<file path="src/rtl/ddr_chan_sched.sv">
// Shares the single DDR port between pc burst fetch, LSU store and LSU load.
// Grants one requester at a time, strobes one command, and returns its completion.
module ddr_chan_sched #(
  parameter int IDX_W        = 19,
  parameter int STARVE_LIMIT = 8,
  parameter int TIMEOUT      = 1024
) (
  input  logic             clock,
  input  logic             reset,
  input  logic             pc_index_valid,
  input  logic [IDX_W-1:0] pc_index,
  input  logic             pc_flush,
  output logic             pc_index_ready,
  output logic [511:0]     pc_read_inst,
  output logic             pc_operation_done,
  input  logic             opstore_index_valid,
  input  logic [IDX_W-1:0] opstore_index,
  input  logic [63:0]      opstore_write_mask,
  input  logic [63:0]      opstore_write_data,
  output logic             opstore_index_ready,
  output logic             opstore_operation_done,
  input  logic             opload_index_valid,
  input  logic [IDX_W-1:0] opload_index,
  output logic             opload_index_ready,
  output logic [63:0]      opload_read_data,
  output logic             opload_operation_done,
  output logic             ddr_chip_enable,
  output logic [IDX_W-1:0] ddr_index,
  output logic             ddr_write_enable,
  output logic             ddr_burst_mode,
  output logic [63:0]      ddr_opstore_write_mask,
  output logic [63:0]      ddr_opstore_write_data,
  input  logic [63:0]      ddr_opload_read_data,
  input  logic [511:0]     ddr_pc_read_inst,
  input  logic             ddr_operation_done,
  input  logic             ddr_ready,
  output logic             sched_busy,
  output logic             err_timeout
);

  typedef enum logic [1:0] {IDLE, ISSUE, WAIT, RESP} state_t;

  localparam logic [1:0] GID_STORE = 2'd0;
  localparam logic [1:0] GID_LOAD  = 2'd1;
  localparam logic [1:0] GID_PC    = 2'd2;

  localparam int SC_W = $clog2(STARVE_LIMIT + 1);
  localparam int WD_W = (TIMEOUT > 2) ? $clog2(TIMEOUT) : 1;
  localparam logic [SC_W-1:0] STARVE_MAX = SC_W'(STARVE_LIMIT);
  localparam logic [WD_W-1:0] WD_LAST    = WD_W'(TIMEOUT - 1);

  state_t             state_q, state_d;
  logic [1:0]         gid_q, gid_d;
  logic [IDX_W-1:0]   index_q, index_d;
  logic [63:0]        mask_q, mask_d;
  logic [63:0]        data_q, data_d;
  logic               we_q, we_d;
  logic               burst_q, burst_d;
  logic [SC_W-1:0]    starve_q, starve_d;
  logic [WD_W-1:0]    wd_q, wd_d;
  logic               flush_q, flush_d;
  logic               err_q, err_d;
  logic [511:0]       pc_inst_q, pc_inst_d;
  logic [63:0]        ld_data_q, ld_data_d;
  logic               do_cap, do_to;

  always_comb begin
    state_d             = state_q;
    gid_d               = gid_q;
    index_d             = index_q;
    mask_d              = mask_q;
    data_d              = data_q;
    we_d                = we_q;
    burst_d             = burst_q;
    starve_d            = starve_q;
    wd_d                = wd_q;
    flush_d             = flush_q;
    err_d               = err_q;
    pc_inst_d           = pc_inst_q;
    ld_data_d           = ld_data_q;
    pc_index_ready      = 1'b0;
    opstore_index_ready = 1'b0;
    opload_index_ready  = 1'b0;
    do_cap              = 1'b0;
    do_to               = 1'b0;

    case (state_q)
      IDLE: begin
        // A starved pc jumps ahead of the normal store > load > pc order.
        if (ddr_ready) begin
          if (pc_index_valid && starve_q == STARVE_MAX) pc_index_ready = 1'b1;
          else if (opstore_index_valid)                 opstore_index_ready = 1'b1;
          else if (opload_index_valid)                  opload_index_ready = 1'b1;
          else if (pc_index_valid)                      pc_index_ready = 1'b1;
        end
        if (opstore_index_ready) begin
          gid_d   = GID_STORE;
          index_d = opstore_index;
          mask_d  = opstore_write_mask;
          data_d  = opstore_write_data;
          we_d    = 1'b1;
          burst_d = 1'b0;
          state_d = ISSUE;
        end else if (opload_index_ready) begin
          gid_d   = GID_LOAD;
          index_d = opload_index;
          we_d    = 1'b0;
          burst_d = 1'b0;
          state_d = ISSUE;
        end else if (pc_index_ready) begin
          gid_d   = GID_PC;
          index_d = pc_index;
          we_d    = 1'b0;
          burst_d = 1'b1;
          flush_d = pc_flush;
          state_d = ISSUE;
        end
        if (pc_index_ready)
          starve_d = '0;
        else if (pc_index_valid && starve_q != STARVE_MAX)
          starve_d = starve_q + 1'b1;
      end
      ISSUE: begin
        flush_d = flush_q | (pc_flush && gid_q == GID_PC);
        do_cap  = ddr_operation_done;
        state_d = ddr_operation_done ? RESP : WAIT;
      end
      WAIT: begin
        flush_d = flush_q | (pc_flush && gid_q == GID_PC);
        wd_d    = wd_q + 1'b1;
        if (ddr_operation_done) begin
          do_cap  = 1'b1;
          state_d = RESP;
        end else if (wd_q == WD_LAST) begin
          do_to   = 1'b1;
          state_d = RESP;
        end
      end
      RESP: begin
        state_d = IDLE;
        wd_d    = '0;
        flush_d = 1'b0;
      end
      default: state_d = IDLE;
    endcase

    // A watchdog expiry still completes the operation, but with zeroed data.
    if (do_to) err_d = 1'b1;
    if ((do_cap || do_to) && gid_q == GID_LOAD)
      ld_data_d = do_to ? 64'd0 : ddr_opload_read_data;
    if ((do_cap || do_to) && gid_q == GID_PC && !flush_d)
      pc_inst_d = do_to ? 512'd0 : ddr_pc_read_inst;
  end

  always_ff @(posedge clock or posedge reset) begin
    if (reset) begin
      state_q   <= IDLE;
      gid_q     <= '0;
      index_q   <= '0;
      mask_q    <= '0;
      data_q    <= '0;
      we_q      <= 1'b0;
      burst_q   <= 1'b0;
      starve_q  <= '0;
      wd_q      <= '0;
      flush_q   <= 1'b0;
      err_q     <= 1'b0;
      pc_inst_q <= '0;
      ld_data_q <= '0;
    end else begin
      state_q   <= state_d;
      gid_q     <= gid_d;
      index_q   <= index_d;
      mask_q    <= mask_d;
      data_q    <= data_d;
      we_q      <= we_d;
      burst_q   <= burst_d;
      starve_q  <= starve_d;
      wd_q      <= wd_d;
      flush_q   <= flush_d;
      err_q     <= err_d;
      pc_inst_q <= pc_inst_d;
      ld_data_q <= ld_data_d;
    end
  end

  assign pc_operation_done      = (state_q == RESP) && (gid_q == GID_PC) && !flush_q;
  assign opstore_operation_done = (state_q == RESP) && (gid_q == GID_STORE);
  assign opload_operation_done  = (state_q == RESP) && (gid_q == GID_LOAD);
  assign ddr_chip_enable        = (state_q == ISSUE);
  assign sched_busy             = (state_q != IDLE);
  assign ddr_index              = index_q;
  assign ddr_write_enable       = we_q;
  assign ddr_burst_mode         = burst_q;
  assign ddr_opstore_write_mask = mask_q;
  assign ddr_opstore_write_data = data_q;
  assign pc_read_inst           = pc_inst_q;
  assign opload_read_data       = ld_data_q;
  assign err_timeout            = err_q;

endmodule

</file>
<file path="config.mk">
export PLATFORM = sky130hd
export DESIGN_NAME = ddr_chan_sched
export DESIGN_NICKNAME = d
export VERILOG_FILES = /design/src/rtl/ddr_chan_sched.sv
export SDC_FILE = /design/constraint.sdc
export NUM_CORES = 2
export LEC_CHECK = 0
export CORE_AREA = 2 2 579 581
export DETAILED_ROUTE_END_ITERATION = 7
export DIE_AREA = 0 0 581 583
export PLACE_DENSITY = 0.37
export SYNTH_ARGS = -nofsm -noshare
export SYNTH_HDL_FRONTEND = slang
export SYNTH_SLANG_ARGS = --single-unit
</file>
<file path="constraint.sdc">
create_clock -name clock -period 70 [get_ports clock]
set_clock_uncertainty 0.1 [all_clocks]
set_input_delay 21 -clock clock [delete_from_list [all_inputs] [get_ports clock]]
set_output_delay 21 -clock clock [all_outputs]
set_load 0.005 [all_outputs]
</file>
After elaboration in Yosys (flattened, before gate mapping)
Cells that the tools add are included.
Cells by class
  $add $sub $neg: 2
  multiply operators: 0
  divide/modulo/power cells: 0
  magnitude comparators: 0
  equal/unequal tests: 10
  shift operators: 0
  mux-type cells: 51
  bitwise gates (word level): 1
  reduce and logical (&&, ||, !) cells: 24
Operators by type and width (number)
  512-bit 2-to-1 mux: 1
  64-bit 2-to-1 mux: 1
  19-bit 2-to-1 mux: 3
  1-bit 2-to-1 mux: 32
  10-bit one-hot mux with 2 select lines: 1
  2-bit 2-to-1 mux: 8
  10-bit by 1-bit adder with 10-bit output (second input constant): 1
  10-bit == test (second input constant): 1
  1-bit logical AND: 10
  4-bit 2-to-1 mux: 2
  4-bit inequality test (second input constant): 2
  2-bit one-hot mux with 4 select lines: 1
  2-bit AND reduction: 4
  2-bit == test (second input constant): 3
  2-bit nonzero test: 3
  4-bit by 1-bit adder with 4-bit output (second input constant): 1
  2-bit by 1-bit == test with 1-bit output (second input constant): 2
  4-bit == test (second input constant): 1
  2-bit zero test: 2
  3-bit inequality test (second input constant): 1
  1-bit one-hot mux with 3 select lines: 1
  3-bit nonzero test: 1
  1-bit zero test: 2
  1-bit one-hot mux with 2 select lines: 1
  3 further kinds: 3
Storage, ports and cells
  register bits after elaboration: 745
  latch bits: 0
  bits in writable memories: 0
  bits in read-only memories: 0
  input port bits: 769
  output and inout bits: 734
  logic and storage cells: 101
  memories kept: 0

Longest topological paths before layout
  word-level depth: 12
  depth in mapped cells: 10
  depth with buffers taken out: 7

Least setup slack after synthesis
Ideal clock, no wire load.
  kind: input-to-output
  start: input port pc_index_valid
  end: output port opstore_index_ready
  arrival time: 22085 ps
  required time: 48900 ps
  path slack: 26815 ps
  cell stages on the path: 6
  path buffers: 2
  cells stage by stage: nand4b_1 > and3_1 > nand2_1 > clkbuf_1 > clkbuf_1 > inv_1
Between the ends
  longest elaborated chain between the ends: 5
Ends and longest elaborated chain
  start: declaration: line 10  | input logic pc_index_valid,
  1-bit logical AND: line 91  | if (pc_index_valid && starve_q == STARVE_MAX) pc_index_ready = 1'b1;
  1-bit 2-to-1 mux: line 91
  1-bit 2-to-1 mux: line 90  | if (ddr_ready) begin
  1-bit 2-to-1 mux (2 in a row): line 87  | case (state_q)
  end: declaration: line 20  | output logic opstore_index_ready,
Every way passes these cells. The select of a mux whose other input is x is not followed.

Worst setup path after layout
  start: input port opstore_index_valid
  end: output port pc_index_ready
Between the ends
  longest elaborated chain between the ends: 5
Ends and longest elaborated chain
  start: declaration: line 16  | input logic opstore_index_valid,
  1-bit 2-to-1 mux: line 92  | else if (opstore_index_valid) opstore_index_ready = 1'b1;
  1-bit 2-to-1 mux: line 91
  1-bit 2-to-1 mux: line 90
  1-bit 2-to-1 mux (2 in a row): line 87
  end: declaration: line 13  | output logic pc_index_ready,
Every way passes these cells. The select of a mux whose other input is x is not followed.

==> impl_results.md <==
- Mapped Nets: 3735
- Via density: 3.07
- Gp weighted congestion: between 0.9 and 1
- Via count: 27468
- VDD IR max: 0.0000182 V
- Gate count of the mapped netlist: 2958
- Post-synth cell types: 43
- Setup bufs post-CTS: 0
- Post-Synth Simple-Gate Area: 8.70%
- Row count: about 210
- Setup TNS: 0 ns
- Total Wirelength: 220000 um
- Slew HR: 26.9%
- Critical path peak fanout: 13
- Delay-heaviest family, CP: buffers and inverters
- Final instance area: 55500 um2
- CP required: 48.90 ns
- TritonCTS clock tree: yes
- P_leak: 28.6 nW
- Syn-to-layout area delta: 73.4%
- Hpwl dp: 181000 um
- Largest family of logic cells by synthesized area: multiplexers
- Slowest Stage Delay on Critical Path: 0.81 ns
- Worst setup SP type: primary input
- Min Tclk post-route: roughly 45 ns
- Die W: 581 um
- First-pass GRT wire length: 287000 um
- Max Cap Viol: 0
- Cell Area, Placed: 51900 um2
- Most frequent cells in the layout: 1502 x clkdlybuf4s50_1, 744 x dfrtp_1, 660 x nand2_1, 530 x inv_1, 513 x mux2i_1
- Die area: 339000 um2
- Sequential share of the synthesized area: 58.1%
- Largest net degree at the start of global routing: 135
- Multi-input logic area: 10400 um2
- Avg WL per Cell: 24.6 um
- Die height: 583 um
- Root buffer cell: clkbuf_16
- Post-Syn Area: 32000 um2
- DRC viols: 0
- Boundary Pins: approximately 1500
- Starting Density: a little under 10%
- Initial antenna violation count: 94
- Post-Synth Adder-Cell Area: less than 1%
- Setup violations, final: 0
- Worst slew pin tran: 1.10 ns
- Final Hold Viols: 0
- Buffers and inverters on the worst path: 2
- Register area: 18600 um2
- CTS Buf Count: around 110
- Fin util: 16.7%
- RSZ-0062 raised after global routing: no
- H-tree depth: 3
- Core Area: 332000 um2
- Yosys top cell area share: 58.1%
- Post-synth ARST share: 100%
- Starting DRC count in detailed routing: between 1000 and 1500
- GRT Util Overall: 12.6%
- YS warnings: 0
- Worst-Skew Late Latency: 0.81 ns
- Compound-gate portion of the synthesized area: roughly 2.6%
- Overflow after GRT: 0
- Post-DRT Antenna Nets: 0
- XOR/XNOR Fraction of Synth Area: 0.273%
- Max Root-Sink Buffers: 4
- Top FF cell, synth: dfrtp_1
- Clock-pin transition on the worst setup and hold timing paths: 0.06 ns
- Status: finished, final reports clean
- Fmax: approximately 0.022 GHz
- Max-slew violations: 0
- Crit path DAT: 23.69 ns
- Power after layout: 0.00234 W
- Share of layout cells above drive strength 1: 7.50%
- Commonest non-fill, non-tap cell in the layout: clkdlybuf4s50_1
- CP Cell Sequence: clkdlybuf4s50_1, or2_1, a21oi_1, and2_1, clkdlybuf4s50_1
- DRT Pass-1 Iters: 4
- Vias in the first global route: 29129
- Num Clock Sinks: ~740
- Pwr per Cell Area: between 40 and 50 nW/um2
- Buffers on Ports: 1502
- Slowest-stage cell, CP: clkdlybuf4s50_1
- Post_cts resized: 0
- Number of nets in the layout: 5215
- Post-synthesis mux area share: 20.6%
- Critical path endpoint category: primary output
- Cts hold-fix bufs: 0
- Hold WC Path Type: flip-flop to flip-flop
- Crit share post-route: 64.0%
- Critical path class: primary input to primary output
- Avg Cell Area, Syn: between 10 and 15 um2
- Synth area leader: dfrtp_1
- Filler cell count: 37081
- Synth area leaders: dfrtp_1 58%, mux2i_1 16%, nand2_1 7.8%
- CP most frequent cell: clkdlybuf4s50_1
- Synthesis-stage register bit count: 744
- Number of flops mapped to enable cells by yosys: 0
-- where the power goes --
| group | switching, W | internal [W] | total [W] |
|---|---|---|---|
| logic | 0.000438 | 0.000527 | 0.000964 |
| registers | 0.000164 | 0.000643 | 0.000807 |
| clock network | 0.000228 | 0.000341 | 0.000569 |
| total | 0.000830 | 0.00151 | 0.00234 |
-- Yosys cell counts, types with 4 or more instances --
cell and count:
xnor2_1 4, dfrtp_1 744, mux2_2 129, o21ai_1 64, nor2_1 29, a22oi_1 22
buf_6 53, a21oi_1 4, buf_2 6, o31ai_1 8, and3_1 5, clkbuf_1 105
mux2i_1 513, o21ai_0 14, nand2_1 662, o22ai_1 9, inv_1 531, a31oi_1 9
ha_1 8, xor2_1 6
-- state kept, by name, indices dropped and copies added, names as in the netlist, 2 cells and up --
name / flops
pc_read_inst: 512
wd_q: 10
ddr_opstore_write_data: 64
gid_q: 2
state_q: 2
ddr_opstore_write_mask: 64
starve_q: 4
ddr_index: 19
opload_read_data: 64
-- cells by family (layout without fill, tap and decap cells) --
logic type | count (synthesis) | after routing
AOI/OAI and AO/OA | 140 | 140
xor gates and xnor gates | 10 | 10
adders and majority gates | 8 | 8
buffers and inverters | 695 | 2260
DFF | 744 | 744
muxes | 642 | 642
other | 0 | 30
and+or+nand+nor | 719 | 719
-- through the flow --
step,hold WS (ns),worst slack [ns],instances
after global placement,0.356,25.33,8715
after global routing,0.406,25.21,8916
after detailed placement,0.358,25.31,8715
after floorplan,0.359,26.82,2958
after CTS,0.379,25.31,8910
final,0.381,25.21,8940
-- area by class of cell --
type	instances	area share (%)
antenna	30	0.135
clock buffer	165	5.87
clock inverter	30	0.644
inverter	531	3.60
multi-input combinational	1519	18.8
sequential	744	33.5
tap	4387	9.88
timing repair buffer	1534	27.6
-- metal layers --
metal  global-route usage, %  part of all wire [%]
met1                    13.8                    38
met2                    22.0                    49
met5                       0                  0.10
met4                    2.69                   2.3
met3                    5.76                    11
-- path summary, 6_finish.rpt --
check	depth (start not counted)	from	end	slack (ns)
max in group asynchronous	8	reset	ddr_opstore_write_mask[56]$_DFFE_PP0P_	43.84
min	1	err_timeout$_DFFE_PP0P_	err_timeout$_DFFE_PP0P_	0.38
max	5	opstore_index_valid	pc_index_ready	25.21
min reg2reg	1	err_timeout$_DFFE_PP0P_	err_timeout$_DFFE_PP0P_	0.38
min in group asynchronous	2	reset	pc_read_inst[249]$_DFFE_PP0P_	20.56
max reg2reg	10	state_q[0]$_DFFE_PP0P_	pc_read_inst[247]$_DFFE_PP0P_	63.92
-- worst register-to-register path: cells and delay by family, from the launching register on --
| family | cells | cell delay, ns |
|---|---|---|
| adders and majority gates | 1 | 0.31 |
| DFF | 1 | 0.41 |
| and+or+nand+nor | 2 | 0.75 |
| buffers and inverters | 5 | 2.88 |
| AOI/OAI and AO/OA | 1 | 1.00 |
| muxes | 1 | 0.56 |
No activity file was read; power rests on OpenSTA's default activity.
